==> src/rtl/sr_flag_arbiter_if.sv <==
// Request/response bundle between requesters and the SR flag arbiter.
// The master side raises set/clear requests; the slave side drives the flag and handshake.
interface sr_flag_arbiter_if #(
  parameter int N = 4
);
  logic [N-1:0] set_req;
  logic [N-1:0] clr_req;
  logic         s;
  logic         r;
  logic         q;
  logic         qn;
  logic [N-1:0] grant;
  logic         busy;
  logic         err;

  modport master (
    output set_req, clr_req,
    input  s, r, q, qn, grant, busy, err
  );

  modport slave (
    input  set_req, clr_req,
    output s, r, q, qn, grant, busy, err
  );
endinterface

==> src/rtl/sr_flag_arbiter.sv <==
// Round-robin arbiter that serialises set/clear requests from N requesters onto one
// SR-style flag, pulsing s or r for HOLD cycles and returning a one-hot grant.
module sr_flag_arbiter #(
  parameter int N    = 4,
  parameter int HOLD = 1
) (
  input logic               clk,
  input logic               rst,
  sr_flag_arbiter_if.slave  bus
);

  localparam int IW = (N > 1) ? $clog2(N) : 1;

  typedef enum logic [1:0] {
    IDLE  = 2'd0,
    DRIVE = 2'd1,
    DONE  = 2'd2
  } state_t;

  state_t        state;
  state_t        state_nxt;

  logic [IW-1:0] ptr;
  logic [IW-1:0] sel;
  logic [IW-1:0] pick;
  logic [IW-1:0] idx;
  logic          op;
  logic [3:0]    cnt;
  logic          q_r;
  logic          err_r;

  logic [N-1:0]  elig;
  logic [N-1:0]  conflict;
  logic          any_elig;
  logic          s_d;
  logic          r_d;
  logic [N-1:0]  grant_d;

  // A requester asking for both set and clear is illegal and never eligible.
  assign conflict = bus.set_req & bus.clr_req;
  assign elig     = bus.set_req ^ bus.clr_req;
  assign any_elig = |elig;

  // Scan from the farthest candidate back toward ptr so the nearest eligible one wins.
  always_comb begin
    pick = ptr;
    idx  = ptr;
    for (int k = N - 1; k >= 0; k--) begin
      idx = IW'((int'(ptr) + k) % N);
      if (elig[idx]) begin
        pick = idx;
      end
    end
  end

  // Stage: state register
  always_ff @(posedge clk or posedge rst) begin
    if (rst) begin
      state <= IDLE;
    end else begin
      state <= state_nxt;
    end
  end

  always_comb begin
    state_nxt = state;
    unique case (state)
      IDLE:    if (any_elig) state_nxt = DRIVE;
      DRIVE:   if (cnt == 4'd0) state_nxt = DONE;
      DONE:    state_nxt = IDLE;
      default: state_nxt = IDLE;
    endcase
  end

  // Stage: service context (selected requester, operation, hold count, rotation pointer)
  always_ff @(posedge clk or posedge rst) begin
    if (rst) begin
      ptr <= '0;
      sel <= '0;
      op  <= 1'b0;
      cnt <= 4'd0;
    end else begin
      unique case (state)
        IDLE: begin
          if (any_elig) begin
            sel <= pick;
            op  <= bus.set_req[pick];
            cnt <= 4'(HOLD - 1);
          end
        end
        DRIVE: begin
          if (cnt != 4'd0) begin
            cnt <= cnt - 4'd1;
          end
        end
        DONE: begin
          ptr <= IW'((int'(sel) + 1) % N);
        end
        default: begin
        end
      endcase
    end
  end

  // s/r come purely from registered state, so they can never overlap or glitch.
  assign s_d = (state == DRIVE) &&  op;
  assign r_d = (state == DRIVE) && !op;

  always_comb begin
    grant_d = '0;
    if (state == DONE) begin
      grant_d[sel] = 1'b1;
    end
  end

  // Stage: SR storage element and sticky error
  always_ff @(posedge clk or posedge rst) begin
    if (rst) begin
      q_r <= 1'b0;
    end else if (s_d && !r_d) begin
      q_r <= 1'b1;
    end else if (r_d && !s_d) begin
      q_r <= 1'b0;
    end
  end

  always_ff @(posedge clk or posedge rst) begin
    if (rst) begin
      err_r <= 1'b0;
    end else if (|conflict) begin
      err_r <= 1'b1;
    end
  end

  assign bus.s     = s_d;
  assign bus.r     = r_d;
  assign bus.q     = q_r;
  assign bus.qn    = ~q_r;
  assign bus.grant = grant_d;
  assign bus.busy  = (state != IDLE);
  assign bus.err   = err_r;

endmodule

==> src/flat_wrapper.sv <==
// flat-port wrapper written by rule: the top's interface ports become plain ports
module sr_flag_arbiter_flat 
#(
  parameter int N    = 4,
  parameter int HOLD = 1
)
  (clk, rst, bus_set_req, bus_clr_req, bus_s, bus_r, bus_q, bus_qn, bus_grant, bus_busy, bus_err);
  sr_flag_arbiter_if #(.N(N)) bus_i ();
  input logic clk;
  input logic rst;
  input wire logic [$bits(bus_i.set_req)-1:0] bus_set_req;
  input wire logic [$bits(bus_i.clr_req)-1:0] bus_clr_req;
  output wire logic [$bits(bus_i.s)-1:0] bus_s;
  output wire logic [$bits(bus_i.r)-1:0] bus_r;
  output wire logic [$bits(bus_i.q)-1:0] bus_q;
  output wire logic [$bits(bus_i.qn)-1:0] bus_qn;
  output wire logic [$bits(bus_i.grant)-1:0] bus_grant;
  output wire logic [$bits(bus_i.busy)-1:0] bus_busy;
  output wire logic [$bits(bus_i.err)-1:0] bus_err;
  assign bus_i.set_req = bus_set_req;
  assign bus_i.clr_req = bus_clr_req;
  assign bus_s = bus_i.s;
  assign bus_r = bus_i.r;
  assign bus_q = bus_i.q;
  assign bus_qn = bus_i.qn;
  assign bus_grant = bus_i.grant;
  assign bus_busy = bus_i.busy;
  assign bus_err = bus_i.err;
  sr_flag_arbiter #(.N(N), .HOLD(HOLD)) u_core (.clk(clk), .rst(rst), .bus(bus_i));
endmodule
==> config.mk <==
export PLATFORM = sky130hd
export DESIGN_NAME = sr_flag_arbiter_flat
export DESIGN_NICKNAME = d
export VERILOG_FILES = /design/src/rtl/sr_flag_arbiter_if.sv /design/src/rtl/sr_flag_arbiter.sv /design/src/flat_wrapper.sv
export SDC_FILE = /design/constraint.sdc
export NUM_CORES = 1
export LEC_CHECK = 0
export CAP_MARGIN = 30
export CORE_MARGIN = 10
export CORE_UTILIZATION = 45
export CTS_CLUSTER_SIZE = 30
export DETAILED_ROUTE_END_ITERATION = 10
export PLACE_DENSITY = 0.73
export REMOVE_ABC_BUFFERS = 1
export SYNTH_ARGS = -nofsm -noshare
export SYNTH_HDL_FRONTEND = slang
export SYNTH_SLANG_ARGS = --single-unit
==> constraint.sdc <==
create_clock -name clk -period 4.1 [get_ports clk]
set_clock_uncertainty 0.2 [all_clocks]
set_input_delay 0.82 -clock clk [delete_from_list [all_inputs] [get_ports clk]]
set_output_delay 0.82 -clock clk [all_outputs]
set_load 0.03 [all_outputs]
==> results of run 1 <==
[stage by stage]
stage | hold WS, ns | total power [mW]
2_1_floorplan | 0.301 | 0.556
3_3_place_gp | 0.261 | 0.690
3_5_place_dp | 0.262 | 0.698
4_1_cts | 0.282 | 0.778
5_1_grt | 0.303 | 0.844
6_report | 0.283 | 0.773
[state kept, by name (all words and copies together) (netlist names)]
name            count
u_core.op           1
u_core.sel          2
u_core.ptr          2
u_core.state        2
u_core.bus.q        1
u_core.cnt          4
u_core.bus.err      1
[power groups by stage]
stage	registers, mW	logic [mW]	clock network [mW]
final	0.232	0.461	0.0801
after global routing	0.244	0.513	0.0868
after CTS	0.232	0.465	0.0810
after detailed placement	0.235	0.464	0
after global placement	0.233	0.457	0
after floorplan	0.232	0.324	0
[synthesized netlist by cell type, drive strengths merged]
cell type and number:
nor2b 5, nor2 10, mux2 2, xnor2 1, xor2 1, nand3 2
or3b 1, and4b 1, o21ai 6, and2 5, a21boi 1, ha 10
mux2i 3, or2 1, a221oi 1, o22ai 1, a21o 3, dfrtp 13
a211oi 1, a21oi 3, inv 11, nor4 1, o211a 1, o21a 1
nand2 5, nand2b 1, a21bo 1, nor3 1
[worst max-delay path by stage]
stage | from | end
finish | u_core.state[0] | bus_grant[3]
global route | u_core.state[0] | bus_grant[3]
CTS | u_core.state[0] | bus_grant[3]
detailed placement | bus_set_req[2] | u_core.op
global placement | bus_set_req[3] | u_core.op
floorplan | bus_clr_req[2] | u_core.op
[tightest hold or removal path, delay by kind of cell (launching register included)]
family | cells | cell delay, ns
flops | 1 | 0.35
simple gates | 2 | 0.10
[cell type report]
class                           count  area, µm²  share of cell area, %
Inverter                           11       41.3                   3.70
Sequential cell                    13        325                   29.1
Timing Repair Buffer               19        190                   17.0
Clock buffer                        4       26.3                   2.35
Tap cell                           25       31.3                   2.80
Multi-Input combinational cell     69        503                   45.0
[metal layers]
metal	track usage, %	vias to the layer above
met3	1.92	2
met2	15.3	13
met5	0	-
met1	12.5	340
li1	-	361
met4	4.10	0
[cells by family after synthesis]
| group | Yosys count | synth area share [%] |
|---|---|---|
| xor gates and xnor gates | 2 | 2.01 |
| AOI/OAI and AO/OA | 19 | 15.7 |
| adders and majority gates | 10 | 14.4 |
| muxes | 5 | 6.04 |
| and+or+nand+nor | 33 | 19.7 |
| DFF | 13 | 37.4 |
| buffers and inverters | 11 | 4.75 |
==> summary.txt, run 1 <==
Critical path
  – Crit. End Element: output port
  – CP max stage delay: 0.67 ns
  – Worst path arrival time: 1.93 ns
  – CP Max Fanout: 8
  – Startpoint Class: flip-flop
  – R2R Path End: u_core.cnt[1]
  – Crit path cell chain: nor2b_1 -> and2_1 -> clkdlybuf4s50_1
  – CP required: between 3 and 4 ns
  – Reg2reg start: u_core.cnt[0]
  – Worst reg-to-reg setup slack: 2.20 ns
  – Critical path depth: 3
  – R2r worst-path depth: 6
  – Crit Path Class: flip-flop to output port
  – Buf/Inv on CP: 1
  – Crit-path leading delay family: buffers and inverters
  – CP max stage cell: clkdlybuf4s50_1

Final layout
  – Layout area overhead: 28.5%
  – Layout Cells excl Fill: 141
  – Finished Core Util: between 60% and 70%
  – Fillers: 151
  – Commonest non-fill, non-tap cell in the layout: clkdlybuf4s50_1
  – Share of cells above drive strength 1: under 10%
  – Antenna diodes: 0
  – Most frequent cells in the layout: 19 x clkdlybuf4s50_1, 13 x dfrtp_1, 11 x inv_1, 10 x nor2_1, 10 x ha_1
  – Final #Nets: 137
  – Post-route cell area: 1120 µm²

Synth
  – Netlist cell types: 28
  – Synth area leaders: dfrtp_1 37%, ha_1 14%, inv_1 4.7%
  – Seq/Total Area, Yosys: between 30% and 40%
  – Syn Inst Count: 93
  – Yosys top cell by area: dfrtp_1
  – Number of synthesized register bits: 13
  – Top-area cell type share of the netlist area: 37.4%
  – Ys Warns: 0
  – Syn Std Cell Area: slightly below 900 µm²
  – Mean post-synth cell area: 9.35 µm²

Timing
  – Worst-margin pin slew: 0.507 ns
  – Max_slew headroom: 66.2%
  – RSZ-0062 raised after global routing: no
  – Slack of the critical path: 1.15 ns
  – Period minus WS final: 2.95 ns
  – Final setup viols: 0
  – Fin crit share: just over 70%
  – Fmax: roughly 0.34 GHz
  – Hold Vio Cnt, Final: 0
  – Setup TNS: 0 ns
  – Max Slew Vio Count: 0

Routing
  – DR vias: 716
  – Length of routed met2 wiring: 913 µm
  – Residual DRC: 0
  – Highest Signal Layer: met4
  – Final WL: between 1500 and 2000 µm
  – M1 wire length: between 900 and 1000 µm
  – Average routed wire per standard cell: 13.5 µm
  – Initial drt markers: 23
  – First-pass iteration count of the detailed router: 4
  – WL met3: 63 µm
  – DRT antenna net count: 0
  – Vias per std cell: between 5 and 6

Die
  – Initial Util: roughly 50%
  – Core footprint: 1780 µm²
  – Row count: 15
  – Die Y: 64.0 µm
  – Num ports: 20
  – Die width: 64.0 µm
  – Die Area: just over 4000 µm²

Placement
  – Hpwl dp: roughly 1600 µm
  – Post-Place Cell Area: 1090 µm²
  – Place WS: 1.13 ns
  – Placed Cells: 137
  – RD Place Congestion: 0.877
  – IO buf count: 19

Pwr
  – Int Pwr: 0.430 mW
  – Combinational power share: around three fifths
  – Clock power share: 10.4%
  – Switch Pwr: ~0.34 mW
  – Sw frac: 44.4%
  – Reg power frac: 30.0%
  – LEAKAGE: 0.538 nW
  – Max VDD drop: 441 µV
  – Pwr Density: 692 nW/µm²

Global route
  – Largest net degree at the start of global routing: 14
  – Congestion Overflow GR: 0
  – First-pass GRT wire length: approximately 3200 µm
  – Via count of the first global-routing pass: 709
  – Initial antenna violation count: 0
  – Total GRT Usage: 9.70%

Min path
  – Hold EP: u_core.bus.err
  – HP Class: flip-flop to flip-flop
  – Hold Crit Depth: 2
  – Hold Path Origin: u_core.bus.err

Run
  – Max Cap Viol: 0

CTS
  – Clock sinks: 13
  – Post-CTS sizing: 0
  – CTS buffer count: 3
  – H-Tree Depth: 1
  – Worst-Skew Late Latency: 0.28 ns
  – Clock-pin slew on the worst setup and hold paths: 0.08 ns
  – CTS tree: built
  – Hold buffers post-CTS: 0
  – Clock Path Buffers: 2
  – CTS root buf: clkbuf_4
  – Setup repair bufs after CTS: 0

Outcome
  – Outcome: complete, no violations
Note: power is estimated with default switching activity, not from simulation.
==> inputs of run 2 (changes only) <==
--- a/config.mk
+++ b/config.mk
@@ -7,10 +7,10 @@
 export LEC_CHECK = 0
 export CAP_MARGIN = 30
 export CORE_MARGIN = 10
-export CORE_UTILIZATION = 45
+export CORE_UTILIZATION = 44
 export CTS_CLUSTER_SIZE = 30
 export DETAILED_ROUTE_END_ITERATION = 10
-export PLACE_DENSITY = 0.73
+export PLACE_DENSITY = 0.74
 export REMOVE_ABC_BUFFERS = 1
 export SYNTH_ARGS = -nofsm -noshare
 export SYNTH_HDL_FRONTEND = slang
==> constraint.sdc (replaced) <==
create_clock -name clk -period 2.5 [get_ports clk]
set_clock_uncertainty 0.2 [all_clocks]
set_input_delay 0.5 -clock clk [delete_from_list [all_inputs] [get_ports clk]]
set_output_delay 0.5 -clock clk [all_outputs]
set_load 0.03 [all_outputs]
==> run 2 against run 1 <==
Worst hold slack better by 0.017 ns; global-route usage up 0.83 points; final area up 9.1%; non-clock buffer count up 12; critical endpoint is now bus_r; die area up 1.6%; wire length up 11%; core utilization up 0.74 points.
==> summary.txt, run 2 (synthesis results as in run 1) <==
Timing
  – Hold Vio Cnt, Final: 0
  – Slack of the critical path: 0.138 ns
  – Final setup viols: 0
  – Fmax: 0.423 GHz
  – RSZ-0062 raised after global routing: no
  – Fin crit share: 94.5%
  – Period minus WS final: 2.36 ns
  – Max_slew headroom: 66.2%
  – Max Slew Vio Count: 0
  – Worst-margin pin slew: 0.507 ns

Global route
  – Total GRT Usage: a little over a tenth
  – First-pass GRT wire length: 3590 µm
  – Initial antenna violation count: 0
  – Congestion Overflow GR: 0
  – Via count of the first global-routing pass: 798
  – Largest net degree at the start of global routing: 14

Pwr
  – Max VDD drop: 752 µV
  – Reg power frac: approximately 29%
  – Int Pwr: 0.753 mW
  – Pwr Density: 1100 nW/µm²
  – Clock power share: a little under 10%
  – LEAKAGE: about 0.67 nW
  – Combinational power share: 61.6%
  – Sw frac: 43.8%
  – Switch Pwr: about 0.59 mW

Final layout
  – Commonest non-fill, non-tap cell in the layout: clkdlybuf4s50_1
  – Most frequent cells in the layout: 14 x clkdlybuf4s50_1, 13 x dfrtp_1, 12 x buf_4, 11 x inv_1
  – Fillers: 174
  – Finished Core Util: 63.4%
  – Max reg flops: 4
  – Share of cells above drive strength 1: 17.2%
  – Multi-input gate area: ~500 µm²
  – Reg area: roughly 330 µm²
  – Layout area overhead: 40.1%
  – Reg with most FFs: u_core.cnt
  – Final #Nets: about 150
  – Antenna diodes: 0

Routing
  – Initial drt markers: 23
  – Residual DRC: 0
  – Average routed wire per standard cell: 13.7 µm
  – DRT antenna net count: 0
  – Final WL: around 2100 µm
  – First-pass iteration count of the detailed router: 4
  – DR vias: 775
  – Vias per std cell: 5.00

Min path
  – Hold Path Origin: u_core.bus.err
  – Hold EP: u_core.bus.err
  – Hold Crit Depth: 2
  – HP Class: flip-flop to flip-flop

Critical path
  – Startpoint Class: flip-flop
  – Worst reg-to-reg setup slack: 0.61 ns
  – Crit Path Class: flip-flop to output port
  – Worst path arrival time: 1.66 ns
  – CP Max Fanout: 4
  – CP required: 1.80 ns
  – Crit. End Element: output port
  – R2R Path End: u_core.cnt[1]
  – R2r worst-path depth: 6
  – Reg2reg start: u_core.cnt[0]

Die
  – Core footprint: approximately 1900 µm²
  – Die Area: 4150 µm²
  – Die width: 64.5 µm
  – Row count: 16
  – Die Y: around 64 µm
  – Initial Util: 45.2%
  – Num ports: 20

CTS
  – H-Tree Depth: 1
  – Clock sinks: 13
  – CTS root buf: clkbuf_4
  – Clock Path Buffers: 2
  – Hold buffers post-CTS: 0
  – Worst-Skew Late Latency: 0.27 ns
  – Clock-pin slew on the worst setup and hold paths: 0.08 ns
  – CTS buffer count: 3
  – CTS tree: built

Outcome
  – Outcome: complete, no violations

Placement
  – Hpwl dp: 1720 µm
  – RD Place Congestion: 0.835
  – Place WS: -0.0866 ns
  – IO buf count: 19

Run
  – Max Cap Viol: 0
==> run 2: cell count changes in the layout (fill, tap and decap cells not counted), sizes merged <==
cell           delta
dlygate4sd2       +1
dlymetal6s2s      +4
clkdlybuf4s50     -5
buf              +12
==> run 2: area by class of cell <==
class | count | share of cell area [%]
clock buffer | 4 | 2.16
inverter | 11 | 3.39
timing repair buffer | 31 | 23.7
tap | 27 | 2.77
multi-input combinational | 69 | 41.3
sequential | 13 | 26.7
==> run 2: power by group through the flow <==
stage	clock (mW)	sequential, mW	combinational (mW)
after floorplan	0	0.381	0.532
after global placement	0	0.380	0.811
after detailed placement	0	0.384	0.836
after CTS	0.133	0.382	0.831
after global routing	0.143	0.398	0.916
final	0.132	0.383	0.824
==> run 2: per-layer routing <==
layer | GRT usage (%) | wire length [µm]
met5 | 0 | 0
met1 | 12.2 | 912
met3 | 2.58 | 103
met4 | 4.01 | 25
met2 | 18.2 | 1080
==> run 2: worst max-delay path by stage <==
stage | startpoint | endpoint | slack (ns) | cells past startpoint
2_1_floorplan | bus_clr_req[2] | u_core.op | 0.46 | 6
3_3_place_gp | bus_set_req[3] | u_core.op | -0.07 | 8
3_5_place_dp | bus_set_req[3] | u_core.op | -0.09 | 7
4_1_cts | u_core.state[0] | bus_grant[1] | 0.04 | 4
5_1_grt | u_core.state[1] | bus_r | 0.07 | 3
6_report | u_core.state[1] | bus_r | 0.14 | 3
==> run 2: stage by stage <==
step                instance area [µm²]  cells  total power [mW]  hold slack [ns]  setup TNS (ns)
floorplan                           870     93             0.912            0.177               0
global placement                   1180    151              1.19            0.264         -0.0659
detailed placement                 1180    151              1.22            0.271         -0.0866
CTS                                1210    155              1.35            0.290               0
global route                       1220    155              1.46            0.314               0
finish                             1220    155              1.34            0.300               0
==> run 2: critical path, stage by stage (launching register included) <==
cell and delay (ns):
dfrtp_1 0.40, nand2b_1 0.20, nor2_1 0.10, clkdlybuf4s50_1 0.68
==> run 2: repair_timing <==
item | in CTS | in global routing
buffers inserted | 0 | 0
resized for setup | 1 | 4
endpoints found under the setup margin | 1 | 4
